### src/rtl/mem_arbiter.sv
// Two-requester (I-cache / D-cache) main-memory arbiter: 8-word pipelined block fills and single-word writes.
// Optional macro MEM_ARB_RR_EN turns the fixed D-over-I priority into round-robin for simultaneous requests.
module mem_arbiter #(
    parameter int DATA_W = 16
) (
    input  logic              clk,
    input  logic              rst_n,
    input  logic              i_req,
    input  logic [15:0]       i_addr,
    input  logic              d_req,
    input  logic              d_wr,
    input  logic [15:0]       d_addr,
    input  logic [DATA_W-1:0] d_wdata,
    output logic              i_data_valid,
    output logic              d_data_valid,
    output logic [DATA_W-1:0] fill_data,
    output logic [2:0]        fill_word,
    output logic              i_done,
    output logic              d_done,
    output logic              busy,
    output logic              mem_en,
    output logic              mem_wr,
    output logic [15:0]       mem_addr,
    output logic [DATA_W-1:0] mem_wdata,
    input  logic [DATA_W-1:0] mem_rdata,
    input  logic              mem_valid
);

    typedef enum logic [1:0] {IDLE, FILL, WRITE} state_t;

    state_t              state_q, state_d;
    logic                owner_d_q, owner_d_d;     // 1 = D-cache owns the transaction
    logic [2:0]          issue_cnt_q, issue_cnt_d;
    logic [2:0]          ret_cnt_q, ret_cnt_d;
    logic [11:0]         base_q, base_d;
    logic                mem_en_q, mem_en_d;
    logic                mem_wr_q, mem_wr_d;
    logic [15:0]         mem_addr_q, mem_addr_d;
    logic [DATA_W-1:0]   mem_wdata_q, mem_wdata_d;
    logic                busy_q, busy_d;
`ifdef MEM_ARB_RR_EN
    logic                rr_d_first_q, rr_d_first_d;
`endif

    logic                pick_d;
    logic                gwrite;
    logic [15:0]         gaddr;
    logic                accept;
    logic                fill_last;

    always_comb begin
`ifdef MEM_ARB_RR_EN
        pick_d = d_req && (!i_req || rr_d_first_q);
`else
        pick_d = d_req;
`endif
        gaddr     = pick_d ? d_addr : i_addr;
        gwrite    = pick_d && d_wr;
        accept    = (state_q == FILL) && mem_valid;
        fill_last = accept && (ret_cnt_q == 3'd7);

        state_d     = state_q;
        owner_d_d   = owner_d_q;
        issue_cnt_d = issue_cnt_q;
        ret_cnt_d   = ret_cnt_q;
        base_d      = base_q;
        mem_en_d    = 1'b0;
        mem_wr_d    = 1'b0;
        mem_addr_d  = 16'h0000;
        mem_wdata_d = '0;
`ifdef MEM_ARB_RR_EN
        rr_d_first_d = rr_d_first_q;
`endif

        case (state_q)
            IDLE: begin
                if (i_req || d_req) begin
                    owner_d_d   = pick_d;
                    base_d      = gaddr[15:4];
                    issue_cnt_d = 3'd0;
                    ret_cnt_d   = 3'd0;
                    mem_en_d    = 1'b1;
`ifdef MEM_ARB_RR_EN
                    rr_d_first_d = !pick_d;
`endif
                    if (gwrite) begin
                        state_d     = WRITE;
                        mem_wr_d    = 1'b1;
                        mem_addr_d  = gaddr;
                        mem_wdata_d = d_wdata;
                    end else begin
                        state_d    = FILL;
                        mem_addr_d = {gaddr[15:4], 4'b0000};
                    end
                end
            end
            FILL: begin
                // Issue side runs ahead of returns; mem_en_q marks words still to be issued.
                if (mem_en_q && (issue_cnt_q != 3'd7)) begin
                    issue_cnt_d = issue_cnt_q + 3'd1;
                    mem_en_d    = 1'b1;
                    mem_addr_d  = {base_q, issue_cnt_q + 3'd1, 1'b0};
                end
                if (accept) begin
                    ret_cnt_d = ret_cnt_q + 3'd1;
                end
                if (fill_last) begin
                    state_d    = IDLE;
                    mem_en_d   = 1'b0;
                    mem_addr_d = 16'h0000;
                end
            end
            WRITE: begin
                state_d = IDLE;
            end
            default: begin
                state_d = IDLE;
            end
        endcase

        busy_d = (state_d != IDLE);
    end

    always_ff @(posedge clk or negedge rst_n) begin
        if (!rst_n) begin
            state_q     <= IDLE;
            owner_d_q   <= 1'b0;
            issue_cnt_q <= 3'd0;
            ret_cnt_q   <= 3'd0;
            base_q      <= 12'h000;
            mem_en_q    <= 1'b0;
            mem_wr_q    <= 1'b0;
            mem_addr_q  <= 16'h0000;
            mem_wdata_q <= '0;
            busy_q      <= 1'b0;
`ifdef MEM_ARB_RR_EN
            rr_d_first_q <= 1'b1;
`endif
        end else begin
            state_q     <= state_d;
            owner_d_q   <= owner_d_d;
            issue_cnt_q <= issue_cnt_d;
            ret_cnt_q   <= ret_cnt_d;
            base_q      <= base_d;
            mem_en_q    <= mem_en_d;
            mem_wr_q    <= mem_wr_d;
            mem_addr_q  <= mem_addr_d;
            mem_wdata_q <= mem_wdata_d;
            busy_q      <= busy_d;
`ifdef MEM_ARB_RR_EN
            rr_d_first_q <= rr_d_first_d;
`endif
        end
    end

    // Return path is combinational so a word is handed over in the cycle memory delivers it.
    assign i_data_valid = accept && !owner_d_q;
    assign d_data_valid = accept && owner_d_q;
    assign fill_data    = accept ? mem_rdata : '0;
    assign fill_word    = accept ? ret_cnt_q : 3'd0;
    assign i_done       = fill_last && !owner_d_q;
    assign d_done       = (fill_last && owner_d_q) || (state_q == WRITE);
    assign busy         = busy_q;
    assign mem_en       = mem_en_q;
    assign mem_wr       = mem_wr_q;
    assign mem_addr     = mem_addr_q;
    assign mem_wdata    = mem_wdata_q;

endmodule
### config.mk
export PLATFORM = sky130hd
export DESIGN_NAME = mem_arbiter
export DESIGN_NICKNAME = d
export VERILOG_FILES = /design/src/rtl/mem_arbiter.sv
export SDC_FILE = /design/constraint.sdc
export NUM_CORES = 1
export LEC_CHECK = 0
export ABC_AREA = 0
export BUFFER_PORTS_ARGS = -buffer_cell sky130_fd_sc_hd__buf_4
export CAP_MARGIN = 20
export CORE_ASPECT_RATIO = 0.75
export CORE_MARGIN = 8
export CORE_UTILIZATION = 40
export DETAILED_ROUTE_END_ITERATION = 10
export GPL_TIMING_DRIVEN = 1
export PLACE_DENSITY = 0.84
export SLEW_MARGIN = 0
export SYNTH_ARGS = -nofsm -noshare
export SYNTH_HDL_FRONTEND = slang
export SYNTH_SLANG_ARGS = --single-unit
### constraint.sdc
create_clock -name clk -period 2.7 [get_ports clk]
set_clock_uncertainty 0.2 [all_clocks]
set_input_delay 0.405 -clock clk [delete_from_list [all_inputs] [get_ports clk]]
set_output_delay 0.405 -clock clk [all_outputs]
set_load 0.03 [all_outputs]
==> results of run 1 <==
-- worst max-delay path, delay by kind of cell, from the launching register on --
kind / cells / cell delay, ps
DFF: 1 / 560
and+or+nand+nor: 2 / 800
buffers and inverters: 1 / 160
-- logic make-up (layout without fill, tap and decap cells) --
family | Yosys count | count (layout) | synth area share
compound gates | 39 | 39 | 0.1220
fa+ha+maj | 4 | 4 | 0.02094
buf+inv | 13 | 133 | 0.03141
flops | 56 | 56 | 0.5864
mux | 13 | 13 | 0.05498
simple gates | 71 | 71 | 0.1843
-- metrics by stage --
step / instance area [sq um] / utilization / hold slack [ps] / power, W / instances
6_report: 3443 / 0.5941 / 104.5 / 0.003161 / 394
5_1_grt: 3443 / 0.5941 / 88.58 / 0.003360 / 394
4_1_cts: 3443 / 0.5941 / 93.65 / 0.003203 / 394
3_5_place_dp: 3339 / 0.5762 / 263.5 / 0.002730 / 385
3_3_place_gp: 3339 / 0.5762 / 256.9 / 0.002679 / 385
2_1_floorplan: 2390 / - / -90.59 / 0.002208 / 196
-- worst max path at each step --
stage	from	endpoint	slack [ps]
after floorplan	state_q[1]	i_done	620
after global placement	state_q[1]	fill_data[0]	630
after detailed placement	d_req	base_q[5]	590
after CTS	state_q[0]	fill_data[0]	240
after global routing	state_q[0]	fill_data[4]	90
final	state_q[0]	fill_word[1]	270
-- area by class of cell --
class | instances | share of cell area
Multi-Input combinational cell | 127 | 0.2653
Sequential cell | 56 | 0.4070
Tap cell | 78 | 0.02834
Clock buffer | 7 | 0.02507
Timing Repair Buffer | 124 | 0.2711
Clock inverter | 1 | 0.002180
Inverter | 1 | 0.001090
-- routing by layer --
layer | share of wire | track usage | vias up
li1 | - | - | 908
met1 | 0.42 | 0.1582 | 908
met2 | 0.47 | 0.2236 | 76
met3 | 0.10 | 0.06559 | 7
met4 | 0.010 | 0.03618 | 0
met5 | 0 | 0 | -
-- report_power, final --
group / switching, W / leakage [nW] / internal (W)
logic: 0.000821 / 1.19 / 0.000611
clock network: 0.000262 / 0.0445 / 0.000209
registers: 0.000148 / 0.731 / 0.00111
-- state kept, by name, summed over array words and instances (netlist names), 2 cells and up --
name,count
issue_cnt_q,3
state_q,2
mem_addr,16
mem_wdata,16
base_q,12
ret_cnt_q,3
-- synthesized netlist by cell type, drive strengths merged --
master / number / area share
a211o: 1 / 0.0037
a21o: 25 / 0.079
a21oi: 4 / 0.0084
a22o: 7 / 0.026
and2: 39 / 0.10
and3: 3 / 0.0079
and3b: 1 / 0.0037
buf: 9 / 0.025
clkbuf: 3 / 0.0047
dfrtp: 56 / 0.59
ha: 4 / 0.021
inv: 1 / 0.0016
mux2: 1 / 0.0047
mux2i: 12 / 0.050
nand2: 6 / 0.0094
nand2b: 1 / 0.0026
nand3: 1 / 0.0021
nand3b: 1 / 0.0031
nor2: 3 / 0.0079
nor3: 12 / 0.025
nor4b: 1 / 0.0037
nor4bb: 1 / 0.010
o21ai: 1 / 0.0021
o2bb2ai: 1 / 0.0037
or2: 2 / 0.0052
-- timing repair --
item	in CTS	in global routing
endpoints found under the hold margin	56	0
gates resized for setup	0	0
hold buffers	1	0
==> impl_metrics.json, run 1 <==
{
  "worstMarginPinSlew_ps": 916.3,
  "r2r_start": "issue_cnt_q[0]",
  "vias": 1899,
  "vdd_drop_max_uv": 400.3,
  "grt_pass1_wl_mm": 9.977,
  "worst_path_max_delay_cell": "and3b_1",
  "nFillCells": 498,
  "insertion_delay_ps": 300,
  "hold_viol": 0,
  "rows": 24,
  "track_usage": 0.1375,
  "reg2reg_slack_ps": 630,
  "leakagePower_nw": 1.965,
  "post_cts_buffers": 0,
  "grt_pass1_vias": 2036,
  "final_common_cell": "buf_4",
  "tns_ps": 0,
  "multi_input_area_sq_um": 913.4,
  "place_ws_ps": 586.5,
  "cts_max_level": 2,
  "vias_per_cell": 4.820,
  "yosysWarnings": 0,
  "nets": 389,
  "synth.distinct_cells": 30,
  "slew_headroom": 0.3868,
  "min_path_type": "in2reg",
  "hold_end": "mem_wdata[3]",
  "syn_inst": 196,
  "coreArea_sq_um": 5796,
  "timing_worst_setup_path_type": "reg2out",
  "drive_above_1_share": 0.4272,
  "syn2layout_area_growth_pct": 44.08,
  "clk_pin_slew_worst_paths_ps": 100,
  "min_from": "d_wdata[3]",
  "rsz0062_at_grt": "no",
  "cap_violations": 0,
  "cts_tree": "yes",
  "post-route-drc-count": 0,
  "seq_area_sq_um": 1401,
  "drtPass1Iterations": 4,
  "setup_ws_ps": 266.2,
  "cts_max_path_buffers": 2,
  "worst_ep_required_time_ps": 2100,
  "floorplan.initialDensity": 0.4123,
  "crit_path_start_kind": "flip-flop",
  "final_cell_mix": "buf_4, dfrtp_1, and2_1",
  "period_share": 0.9014,
  "dieArea_sq_um": 8729,
  "synth_seq_cells": 56,
  "final-setup-viol-count": 0,
  "critPathMaxStageDelay_ps": 590,
  "slew_viol_final": 0,
  "status": "finished, final reports clean",
  "cp_max_fo": 23,
  "fin_crit_ps": 2434,
  "antenna_left": 0,
  "hold_depth": 2,
  "numPortBuffers": 123,
  "ff2ff_path_depth": 5,
  "avgSynthCellArea_sq_um": 12.19,
  "synth_seq_area_share": 0.5864,
  "wire_per_inst_um": 15.49,
  "place.detailed.hpwl_mm": 4.638,
  "crit-reg2reg-capture": "mem_addr[3]",
  "diodes": 0,
  "critical_path.cell_chain": "and3b_1 > and2_1 > buf_4",
  "grt_max_degree": 57,
  "grt_antenna_before_repair": 0,
  "cts_inserted_buffers": 5,
  "synthesis.nets": 270,
  "drt-total-wl_mm": 6.103,
  "initialDrtViolationCount": 49,
  "critPathArrivalTime_ps": 1830,
  "die_w_um": 105.3,
  "cts-root-buf": "clkbuf_8",
  "endpoint_kind": "primary output",
  "syn_area_sq_um": 2390,
  "cts_sinks": 56,
  "max_freq_mhz": 410.9,
  "die_h_um": 82.94,
  "grt_remaining_overflow": 0,
  "p_per_area_nw_per_um2": 918.1,
  "pin_count": 128,
  "routabilityCongestion": 0.7309
}
(Power assumes the default switching activity.)
==> run 2, diff against run 1 <==
Settings changed: CTS_BUF_LIST from default to sky130_fd_sc_hd__clkbuf_16.
==> run 2 against run 1 <==
Compared with the run above:
- critical path type unchanged
- fmax grew 1.1%
- sequential power is essentially flat
- final cell count is the same
- sequential share of layout area shrank 0.54 points
- global-route usage shrank 0.19 points
- total power grew 4.6%
- routed wire length is essentially flat
- die area is the same
- count of clock-buffer cells in the layout shrank 2
- hold slack gained 19 ps
==> impl_metrics.json, run 2 (same netlist as run 1, synthesis figures left out) <==
{
  "insertion_delay_ps": 280,
  "grt_pass1_vias": 2022,
  "max_freq_mhz": 415.4,
  "track_usage": 0.1356,
  "min_path_type": "in2reg",
  "fin_crit_ps": 2408,
  "cts_max_level": 2,
  "rows": 24,
  "final_cell_mix": "buf_4, dfrtp_1, and2_1",
  "worst_ep_required_time_ps": 2100,
  "cts_inserted_buffers": 5,
  "cts_sinks": 56,
  "numPortBuffers": 123,
  "dieArea_sq_um": 8729,
  "diodes": 0,
  "pin_count": 128,
  "period_share": 0.8917,
  "slew_headroom": 0.3761,
  "final_common_cell": "buf_4",
  "nFillCells": 495,
  "drtPass1Iterations": 4,
  "cap_violations": 0,
  "grt_max_degree": 57,
  "final-setup-viol-count": 0,
  "cts_tree": "yes",
  "leakagePower_nw": 1.990,
  "grt_antenna_before_repair": 0,
  "vdd_drop_max_uv": 368.7,
  "nets": 389,
  "drt-total-wl_mm": 6.107,
  "finalNonFillerCells": 394,
  "timing_worst_setup_path_type": "reg2out",
  "antenna_left": 0,
  "grt_pass1_wl_mm": 9.942,
  "die_w_um": 105.3,
  "wire_per_inst_um": 15.50,
  "clk_pin_slew_worst_paths_ps": 70,
  "post-route-drc-count": 0,
  "cts-root-buf": "clkbuf_16",
  "place.detailed.hpwl_mm": 4.638,
  "worstMarginPinSlew_ps": 932.5,
  "cts_max_path_buffers": 2,
  "crit_path_start_kind": "flip-flop",
  "endpoint_kind": "primary output",
  "post_cts_buffers": 0,
  "floorplan.initialDensity": 0.4123,
  "drive_above_1_share": 0.4241,
  "syn2layout_area_growth_pct": 46.02,
  "coreArea_sq_um": 5796,
  "dp.cells": 385,
  "vias_per_cell": 4.779,
  "grt_remaining_overflow": 0,
  "hold_viol": 0,
  "cp_max_fo": 23,
  "vias": 1883,
  "slew_viol_final": 0,
  "p_per_area_nw_per_um2": 948.0,
  "status": "finished, final reports clean",
  "initialDrtViolationCount": 36,
  "die_h_um": 82.94,
  "rsz0062_at_grt": "no",
  "routabilityCongestion": 0.7309,
  "critPathArrivalTime_ps": 1800,
  "tns_ps": 0
}
## run 2: cell types whose count changed in the layout (fill, tap and decap cells not counted), sizes merged
cell    delta
inv        +1
clkinv     +1
clkbuf     -2
## run 2: repair_timing
item | 4_1_cts | 5_1_grt
gates resized for setup | 0 | 0
hold buffers | 1 | 0
setup endpoints to repair | 0 | 0
endpoints found under the hold margin | 56 | 0
## run 2: metal layers
metal | wire, um | GRT usage | share of wire
met1 | 2530 | 0.1537 | 0.41
met2 | 2918 | 0.2293 | 0.48
met3 | 658 | 0.07330 | 0.11
met4 | 0 | 0.007752 | 0
met5 | 0 | 0 | 0
## run 2: critical path, cell delays in order (launching register included)
cell	delay, ps
dfrtp_1	550
and3b_1	590
and2_1	210
buf_4	160
## run 2: final cells by class
cell class / count / area [sq um] / share of cell area
sequential: 56 / 1401 / 0.4016
timing repair buffer: 124 / 933.4 / 0.2675
multi-input combinational: 127 / 913.4 / 0.2617
clock buffer: 5 / 125.1 / 0.03586
tap: 78 / 97.59 / 0.02797
clock inverter: 3 / 15.01 / 0.004303
inverter: 1 / 3.754 / 0.001076
## run 2: worst paths after layout
path / endpoint / start / slack, ps / depth (start not counted)
max: fill_word[1] / state_q[0] / 290 / 3
min: mem_wdata[3] / d_wdata[3] / 120 / 2
min reg2reg: mem_addr[8] / base_q[4] / 280 / 1
max reg2reg: mem_addr[3] / issue_cnt_q[0] / 650 / 5
max in group asynchronous: mem_wdata[15] / rst_n / 1330 / 2
min in group asynchronous: mem_addr[5] / rst_n / 510 / 2
## run 2: report_power, final
| part | internal, W | leakage, nW | switching, W |
|---|---|---|---|
| registers | 0.00111 | 0.731 | 0.000147 |
| clock network | 0.000338 | 0.0687 | 0.000276 |
| logic | 0.000611 | 1.19 | 0.000824 |
| total | 0.00206 | 1.99 | 0.00125 |
## run 2: metrics by stage
stage	cell area (sq um)	setup slack, ps	utilization	power, W	hold WS, ps
global placement	3339	634.5	0.5762	0.002679	256.9
floorplan	2390	624.4	-	0.002208	-90.59
CTS	3490	271.4	0.6021	0.003351	119.9
finish	3490	292.5	0.6021	0.003308	123.8
global route	3490	128.1	0.6021	0.003510	118.4
detailed placement	3339	586.5	0.5762	0.002730	263.5
==> run 3, diff against run 2 <==
Settings changed: PLACE_DENSITY 0.84 to 0.86.
Clock period 2.7 ns to 2 ns, I/O delays scaled along.
==> run 3 against run 2 <==
Compared with the run above:
- register-to-register slack got worse by 520 ps
- routed wire length up 2.3%
- cell area increased by 2.8%
- setup slack got worse by 230 ps
- count of clock-buffer cells in the layout did not move
- sequential share of layout area is 1.1 points lower
- critical path depth increased by 3
- critical endpoint is now d_done
==> impl_metrics.json, run 3 (same netlist as run 1, synthesis figures left out) <==
{
  "status": "finished, final reports clean",
  "grt_max_degree": 57,
  "antenna_left": 0,
  "slew_headroom": 0.4313,
  "die_w_um": 105.3,
  "floorplan.initialDensity": 0.4123,
  "clk_pin_slew_worst_paths_ps": 70,
  "leakagePower_nw": 2.027,
  "insertion_delay_ps": 280,
  "cts_max_path_buffers": 2,
  "critPathMaxStageDelay_ps": 360,
  "numPortBuffers": 123,
  "p_total_w": 0.004592,
  "critical_path.cell_chain": "ha_2 > ha_4 > and3_4 > nand3_2 > o21ai_2 > buf_6",
  "cts_tree": "yes",
  "drive_above_1_share": 0.4599,
  "grt_antenna_before_repair": 0,
  "rows": 24,
  "coreArea_sq_um": 5796,
  "vias": 1918,
  "initialDrtViolationCount": 44,
  "min_path_type": "in2reg",
  "wire_per_inst_um": 15.54,
  "final_common_cell": "buf_4",
  "nets": 397,
  "max_freq_mhz": 516.3,
  "drt-total-wl_mm": 6.249,
  "place_ws_ps": 141.2,
  "nFillCells": 475,
  "cap_violations": 0,
  "place.detailed.hpwl_mm": 4.761,
  "syn2layout_area_growth_pct": 50.16,
  "crit_path_start_kind": "flip-flop",
  "track_usage": 0.1413,
  "setup_ws_ps": 63.07,
  "cts-root-buf": "clkbuf_16",
  "slew_viol_final": 0,
  "endpoint_kind": "primary output",
  "critPathArrivalTime_ps": 1440,
  "worst_ep_required_time_ps": 1500,
  "grt_pass1_vias": 2015,
  "p_per_area_nw_per_um2": 1280,
  "ff2ff_path_depth": 5,
  "final-setup-viol-count": 0,
  "vdd_drop_max_uv": 600.8,
  "routabilityCongestion": 0.7222,
  "timing_worst_setup_path_type": "reg2out",
  "cp_max_fo": 3,
  "vias_per_cell": 4.771,
  "grt_pass1_wl_mm": 10.21,
  "fin_area_sq_um": 3588,
  "post-route-drc-count": 0,
  "grt_remaining_overflow": 0,
  "dieArea_sq_um": 8729,
  "hold_viol": 0,
  "final_cell_mix": "buf_4, dfrtp_1, and2_1",
  "worst_path_max_delay_cell": "dfrtp_1",
  "hold_depth": 2,
  "cts_inserted_buffers": 5,
  "pin_count": 128,
  "drtPass1Iterations": 4,
  "cts_max_level": 2,
  "period_share": 0.9685,
  "worstMarginPinSlew_ps": 850.0,
  "die_h_um": 82.94,
  "cts_sinks": 56,
  "dpl_cell_area_sq_um": 3385,
  "diodes": 0,
  "fin_crit_ps": 1937
}
## run 3: worst paths after layout
check	startpoint	to	slack (ps)
hold reg to reg	base_q[6]	base_q[6]	280
setup reg to reg	issue_cnt_q[0]	mem_addr[3]	130
max in group asynchronous	rst_n	issue_cnt_q[2]	730
setup / recovery	ret_cnt_q[0]	d_done	60
min in group asynchronous	rst_n	base_q[7]	400
hold / removal	d_wdata[7]	mem_wdata[7]	20
## run 3: layer usage
| layer | track usage | share of wire | up-vias |
|---|---|---|---|
| met4 | 0.03101 | 0.0064 | 0 |
| met1 | 0.1698 | 0.41 | 911 |
| met3 | 0.06404 | 0.099 | 6 |
| met5 | 0 | 0 | - |
| met2 | 0.2265 | 0.48 | 76 |
| li1 | - | - | 925 |
## run 3: timing repair
action | CTS | global route
setup endpoints to repair | 21 | 13
gates resized for setup | 5 | 5
hold endpoints to repair | 56 | 0
pin swaps | 0 | 2
hold buffers | 1 | 0
buffers inserted | 1 | 1
## run 3: per-stage QoR
stage               TNS (ps)    util  hold WS [ps]  cells
floorplan                  0       -        -195.6    196
global placement           0  0.5840         182.7    391
detailed placement         0  0.5840         193.5    391
CTS                   -18.52  0.6144         12.62    401
global route          -1.763  0.6192         3.477    402
finish                     0  0.6192         17.14    402
## run 3: report_power, final
| part | total [W] | internal, W | switching, W |
|---|---|---|---|
| logic | 0.00207 | 0.000902 | 0.00117 |
| registers | 0.00168 | 0.00150 | 0.000177 |
| clock network | 0.000840 | 0.000462 | 0.000378 |
## run 3: critical path: cells and delay by family, from the launching register on
kind,cells,cell delay (ps)
buf+inv,1,150
simple gates,2,240
fa+ha+maj,2,340
compound gates,1,70
flops,1,360
## run 3: layout make-up
cell class                      count  area [sq um]  share of cell area
Clock buffer                        5         125.1             0.03487
Clock inverter                      3         17.52            0.004881
Inverter                            1         3.754            0.001046
Multi-Input combinational cell    127         945.9              0.2636
Sequential cell                    56          1401              0.3905
Tap cell                           78         97.59             0.02720
Timing Repair Buffer              132         997.2              0.2779
